`src/rtl/mario_sound_mixer.sv`:
```
// Final audio mix: four channels with 4-bit gains, one shared multiplier, saturation to 16 bits.
// Optional DC-blocking high-pass stage enabled by defining MIXER_DCBLOCK_EN.
module mario_sound_mixer #(
    parameter int DIV   = 1000,
    parameter int ACC_W = 24
) (
    input  logic        I_CLK_48M,
    input  logic        I_RESETn,
    input  logic [15:0] I_WAV0,
    input  logic [15:0] I_WAV1,
    input  logic [15:0] I_WAV2,
    input  logic [7:0]  I_DIG,
    input  logic [15:0] I_GAIN,
    input  logic        I_MUTE,
    output logic [15:0] O_SND,
    output logic        O_SND_STB,
    output logic        O_CLIP
);

    localparam logic [2:0] S_IDLE = 3'd0;
    localparam logic [2:0] S_MAC0 = 3'd1;
    localparam logic [2:0] S_MAC1 = 3'd2;
    localparam logic [2:0] S_MAC2 = 3'd3;
    localparam logic [2:0] S_MAC3 = 3'd4;
    localparam logic [2:0] S_SAT  = 3'd5;
`ifdef MIXER_DCBLOCK_EN
    localparam logic [2:0] S_DCB  = 3'd6;
    localparam logic signed [17:0] Y_MAX = 18'sd32767;
    localparam logic signed [17:0] Y_MIN = -18'sd32768;
`endif

    localparam logic signed [ACC_W-1:0] S_MAX = ACC_W'(32767);
    localparam logic signed [ACC_W-1:0] S_MIN = ACC_W'(-32768);

    logic [11:0]              cnt;
    logic                     tick;
    logic [2:0]               state;
    logic signed [15:0]       wav0_q, wav1_q, wav2_q, dig_q;
    logic [15:0]              gain_q;
    logic                     mute_q;
    logic signed [ACC_W-1:0]  acc;
    logic signed [ACC_W-1:0]  s;
    logic signed [15:0]       mul_a;
    logic [3:0]               mul_g;
    logic signed [4:0]        mul_g5;
    logic signed [20:0]       prod;
    logic signed [15:0]       sat_res;
    logic                     sat_clip;

    assign tick = (cnt == 12'(DIV - 1));

    // Single multiplier shared across the four MAC cycles.
    always_comb begin
        mul_a = wav0_q;
        mul_g = gain_q[3:0];
        case (state)
            S_MAC1:  begin mul_a = wav1_q; mul_g = gain_q[7:4];   end
            S_MAC2:  begin mul_a = wav2_q; mul_g = gain_q[11:8];  end
            S_MAC3:  begin mul_a = dig_q;  mul_g = gain_q[15:12]; end
            default: ;
        endcase
    end

    assign mul_g5 = $signed({1'b0, mul_g});
    assign prod   = 21'(mul_a) * 21'(mul_g5);
    assign s      = acc >>> 3;

    always_comb begin
        sat_res  = s[15:0];
        sat_clip = 1'b0;
        if (mute_q) begin
            sat_res = '0;
        end else if (s > S_MAX) begin
            sat_res  = 16'sh7fff;
            sat_clip = 1'b1;
        end else if (s < S_MIN) begin
            sat_res  = -16'sh8000;
            sat_clip = 1'b1;
        end
    end

`ifdef MIXER_DCBLOCK_EN
    logic signed [15:0] x_q, x_prev, y_prev, y_sat;
    logic signed [17:0] y18;

    // One-pole high-pass: pole at 1 - 1/256.
    assign y18 = 18'(x_q) - 18'(x_prev) + 18'(y_prev) - 18'(y_prev >>> 8);

    always_comb begin
        y_sat = y18[15:0];
        if (y18 > Y_MAX)      y_sat = 16'sh7fff;
        else if (y18 < Y_MIN) y_sat = -16'sh8000;
    end
`endif

    always_ff @(posedge I_CLK_48M or negedge I_RESETn) begin
        if (!I_RESETn) begin
            cnt       <= '0;
            state     <= S_IDLE;
            wav0_q    <= '0;
            wav1_q    <= '0;
            wav2_q    <= '0;
            dig_q     <= '0;
            gain_q    <= '0;
            mute_q    <= 1'b0;
            acc       <= '0;
            O_SND     <= '0;
            O_SND_STB <= 1'b0;
            O_CLIP    <= 1'b0;
`ifdef MIXER_DCBLOCK_EN
            x_q       <= '0;
            x_prev    <= '0;
            y_prev    <= '0;
`endif
        end else begin
            cnt       <= tick ? 12'd0 : cnt + 12'd1;
            O_SND_STB <= 1'b0;
            case (state)
                S_IDLE: begin
                    if (tick) begin
                        wav0_q <= I_WAV0;
                        wav1_q <= I_WAV1;
                        wav2_q <= I_WAV2;
                        // Offset-binary DAC code to signed, scaled to 16 bits.
                        dig_q  <= {~I_DIG[7], I_DIG[6:0], 8'h00};
                        gain_q <= I_GAIN;
                        mute_q <= I_MUTE;
                        acc    <= '0;
                        state  <= S_MAC0;
                    end
                end
                S_MAC0, S_MAC1, S_MAC2, S_MAC3: begin
                    acc   <= acc + ACC_W'(prod);
                    state <= state + 3'd1;
                end
                S_SAT: begin
                    O_CLIP <= O_CLIP | sat_clip;
`ifdef MIXER_DCBLOCK_EN
                    x_q    <= sat_res;
                    state  <= S_DCB;
`else
                    O_SND     <= sat_res;
                    O_SND_STB <= 1'b1;
                    state     <= S_IDLE;
`endif
                end
`ifdef MIXER_DCBLOCK_EN
                S_DCB: begin
                    O_SND     <= y_sat;
                    O_SND_STB <= 1'b1;
                    x_prev    <= x_q;
                    y_prev    <= y_sat;
                    state     <= S_IDLE;
                end
`endif
                default: state <= S_IDLE;
            endcase
        end
    end

endmodule

```
`config.mk`:
```
export PLATFORM = sky130hd
export DESIGN_NAME = mario_sound_mixer
export DESIGN_NICKNAME = d
export VERILOG_FILES = /design/src/rtl/mario_sound_mixer.sv
export SDC_FILE = /design/constraint.sdc
export NUM_CORES = 1
export LEC_CHECK = 0
export ABC_AREA = 0
export CAP_MARGIN = 25
export CORE_MARGIN = 2
export CORE_UTILIZATION = 59
export CTS_BUF_LIST = sky130_fd_sc_hd__clkbuf_8
export DETAILED_ROUTE_END_ITERATION = 8
export PLACE_DENSITY = 0.83
export RECOVER_POWER = 100
export SKIP_CTS_REPAIR_TIMING = 1
export SLEW_MARGIN = 40
export SYNTH_ARGS = -nofsm -noshare
export SYNTH_HDL_FRONTEND = slang
export SYNTH_SLANG_ARGS = --single-unit
```
`constraint.sdc`:
```
create_clock -name I_CLK_48M -period 6.5 [get_ports I_CLK_48M]
set_input_delay 1.3 -clock I_CLK_48M [delete_from_list [all_inputs] [get_ports I_CLK_48M]]
set_output_delay 1.3 -clock I_CLK_48M [all_outputs]
set_load 0.005 [all_outputs]
```
==> metrics <==
Final Cycle Share 0.9229; CTS clock-pin slew for the worst setup and hold paths 0.07 ns; switching share of power 0.2340; die footprint 0.01586 mm²; Max Buffers Root-to-Sink 2; DRT Pass-1 Iters 5; Synthesis Warnings 0; Slew Viols, Final 146; CTS sink cnt 130; internal power 1.144 mW; Power Total 1.493 mW; static leakage 4.987 nW; Worst VDD drop 115.4 µV; post-layout min period 5.999 ns; commonest non-fill, non-tap cell in the layout dfrtp_1; WHS 0.4687 ns; total gr overflow 0; Core Rows 44; max-capacitance violation count 4; P_sw 0.3495 mW; # setup viols final 0; Crit-path slowest cell nor2_1; Worst path max stage delay 0.69 ns; clock buffer count from CTS 17; Routed WL 18,650 µm; final hold viol count 0; register area 0.003253 mm²; Synth Register Bits 130; Syn Inst Count 854; I/O Buffers 92; DPL Wire Length 14,330 µm; Mapped Avg Cell Area 10.27 µm²; clock skew 0.008937 ns; largest family of logic cells by synthesized area adder cells; Total GRT Usage 0.2488; crit-path max FO 24; Place WS 0.3858 ns; Post-synth EDFFs 0; GPL Wtd Cong 0.8991; post-synthesis mux area share 0.09240; Worst Tran Pin Value 2.732 ns; Critical Path RT 6.85 ns; status finished with violations; top_reg_cell synth dfrtp_1; IO Count 93; post-synthesis sequential area ratio 0.3707; largest net degree at the start of global routing 82; Yosys cell types 58; adder-cell share of the synthesized area 0.2093; number of DRC markers in iteration 0 450; vias in the first global route 6,389; die height 126.0 µm; initial antenna violation count 0; Worst Path Arrival 6.34 ns; Async S/R FF share, synth 1.000; Synth Area in Compound Gates 0.1104; layout cells sized above 1 0.07091; area of the multi-input gates 0.004853 mm²; Hold WC Path Type reg2reg; P per Cell Area 147.5 mW/mm²; part of the power in registers 0.541; root buffer cell clkbuf_8; DRC Markers 0; via/cell ratio 5.605; slew margin rel. -0.8214; failing checks capacitance limit, slew limit; Post-Synth Simple-Gate Area 0.1136; Synthesized Nets 1,041; Logic pwr share 0.041; Die Wd 126.0 µm; CTS tree done; Setup crit start kind register; final worst setup slack 0.5013 ns; antenna cells 0; final setup TNS 0 ns; fin util 0.6966; CP endpoint kind register; core area 0.01453 mm²; effective utilization at floorplan 0.6037; Post-Synthesis Cell Area 0.008775 mm²; CTS H-tree lvls 4; crit path cell chain inv_1 > ha_1 > and2_0 > or3_1 > nand2_1 > o21ai_0 > nor2_1 > inv_1 > fa_1 > inv_1 > ha_1 > inv_1 > fa_1 > inv_1 > ha_1 > a21o_1 > or2_2 > a211oi_1 > nor2_1 > a41oi_1 > xnor2_1 > a22o_1; ANT nets after route 0; final net count 1,133; maximum clock rate 166.7 MHz; commonest non-fill, non-tap cells in the layout dfrtp_1 (130), inv_1 (117), nor2_1 (96); global-route wire length before repair 31,150 µm; Setup CP Type reg2reg; clock power share 0.418; vias 6,407; XOR/XNOR Fraction of Synth Area 0.02895; Fillers 1,111; area grow syn2layout 15.39%; Most common cell on crit path inv_1; RSZ-0062 raised after global routing false; clock latency on the worst-skew pair 0.46 ns; Avg WL per Cell 16.32 µm
## path summary, 6_finish.rpt
path | from | endpoint | slack (ns) | cells after the start
min in group asynchronous | I_RESETn | acc[18] | 1.21 | 1
min reg2reg | O_CLIP | O_CLIP | 0.47 | 1
max | state[0] | acc[20] | 0.50 | 22
max in group asynchronous | I_RESETn | wav2_q[1] | 2.03 | 2
min | O_CLIP | O_CLIP | 0.47 | 1
max reg2reg | state[0] | acc[20] | 0.50 | 22
## state kept, by name, indices dropped and copies added (netlist names)
name,cells
O_SND,16
gain_q,16
state,3
O_SND_STB,1
acc,24
wav2_q,16
O_CLIP,1
wav0_q,16
mute_q,1
cnt,12
dig_q,8
wav1_q,16
## area by class of cell
cell class / instances / area share
clock inverters: 15 / 0.01186
repair buffers: 106 / 0.09899
inverters: 115 / 0.04263
multi-input cells: 576 / 0.4794
clock buffers: 17 / 0.02311
well taps: 184 / 0.02274
flip-flops and latches: 130 / 0.3213
## critical path: cells and delay by family (launching register included)
kind	cells	cell delay (ns)
adders and majority gates	5	1.93
buffers and inverters	5	0.41
and+or+nand+nor	6	2.02
xor gates and xnor gates	1	0.09
AOI/OAI and AO/OA	5	1.03
DFF	1	0.37
## per-stage QoR
stage	area, µm²	cells
3_5_place_dp	9838	1110
3_3_place_gp	9791	1108
2_1_floorplan	8775	854
4_1_cts	10190	1142
5_1_grt	10120	1143
6_report	10120	1143
## power groups by stage
stage	sequential [mW]	clock, mW	combinational, mW
global placement	0.824	0	0.0626
global route	0.808	0.678	0.0677
detailed placement	0.824	0	0.0633
finish	0.808	0.624	0.0613
CTS	0.808	0.637	0.0634
floorplan	0.824	0	0.000410
## synthesized netlist by cell type (all sizes together) (3+ instances only)
master,n,area share
nand2b,7,0.0050
or2,6,0.0043
nand2,65,0.028
a21o,4,0.0043
nor2,97,0.043
or3,4,0.0029
a22o,13,0.013
mux2,72,0.092
o21ai,51,0.029
dfrtp,130,0.37
inv,115,0.049
fa,58,0.13
nor3,9,0.0051
buf,14,0.017
a222oi,19,0.022
nand4,5,0.0036
a211oi,4,0.0034
xor2,8,0.0080
ha,54,0.077
nand3,10,0.0057
and2,3,0.0021
xnor2,21,0.021
clkbuf,19,0.0081
nor2b,5,0.0036
o21bai,4,0.0034
o31ai,4,0.0034
a21oi,23,0.013
nor4,3,0.0038
## routing by layer
layer / global-route usage / vias to the layer above / part of all wire
met5: 0 / - / 0
li1: - / 3053 / -
met3: 0.05947 / 18 / 0.058
met1: 0.3581 / 3143 / 0.46
met4: 0.06658 / 0 / 0.013
met2: 0.3833 / 193 / 0.47
## cells by family after synthesis
logic type | Yosys count
simple gates | 221
buf+inv | 148
compound gates | 142
flops | 130
fa+ha+maj | 112
mux | 72
xor+xnor | 29
Power figures use the tool's default switching activity.
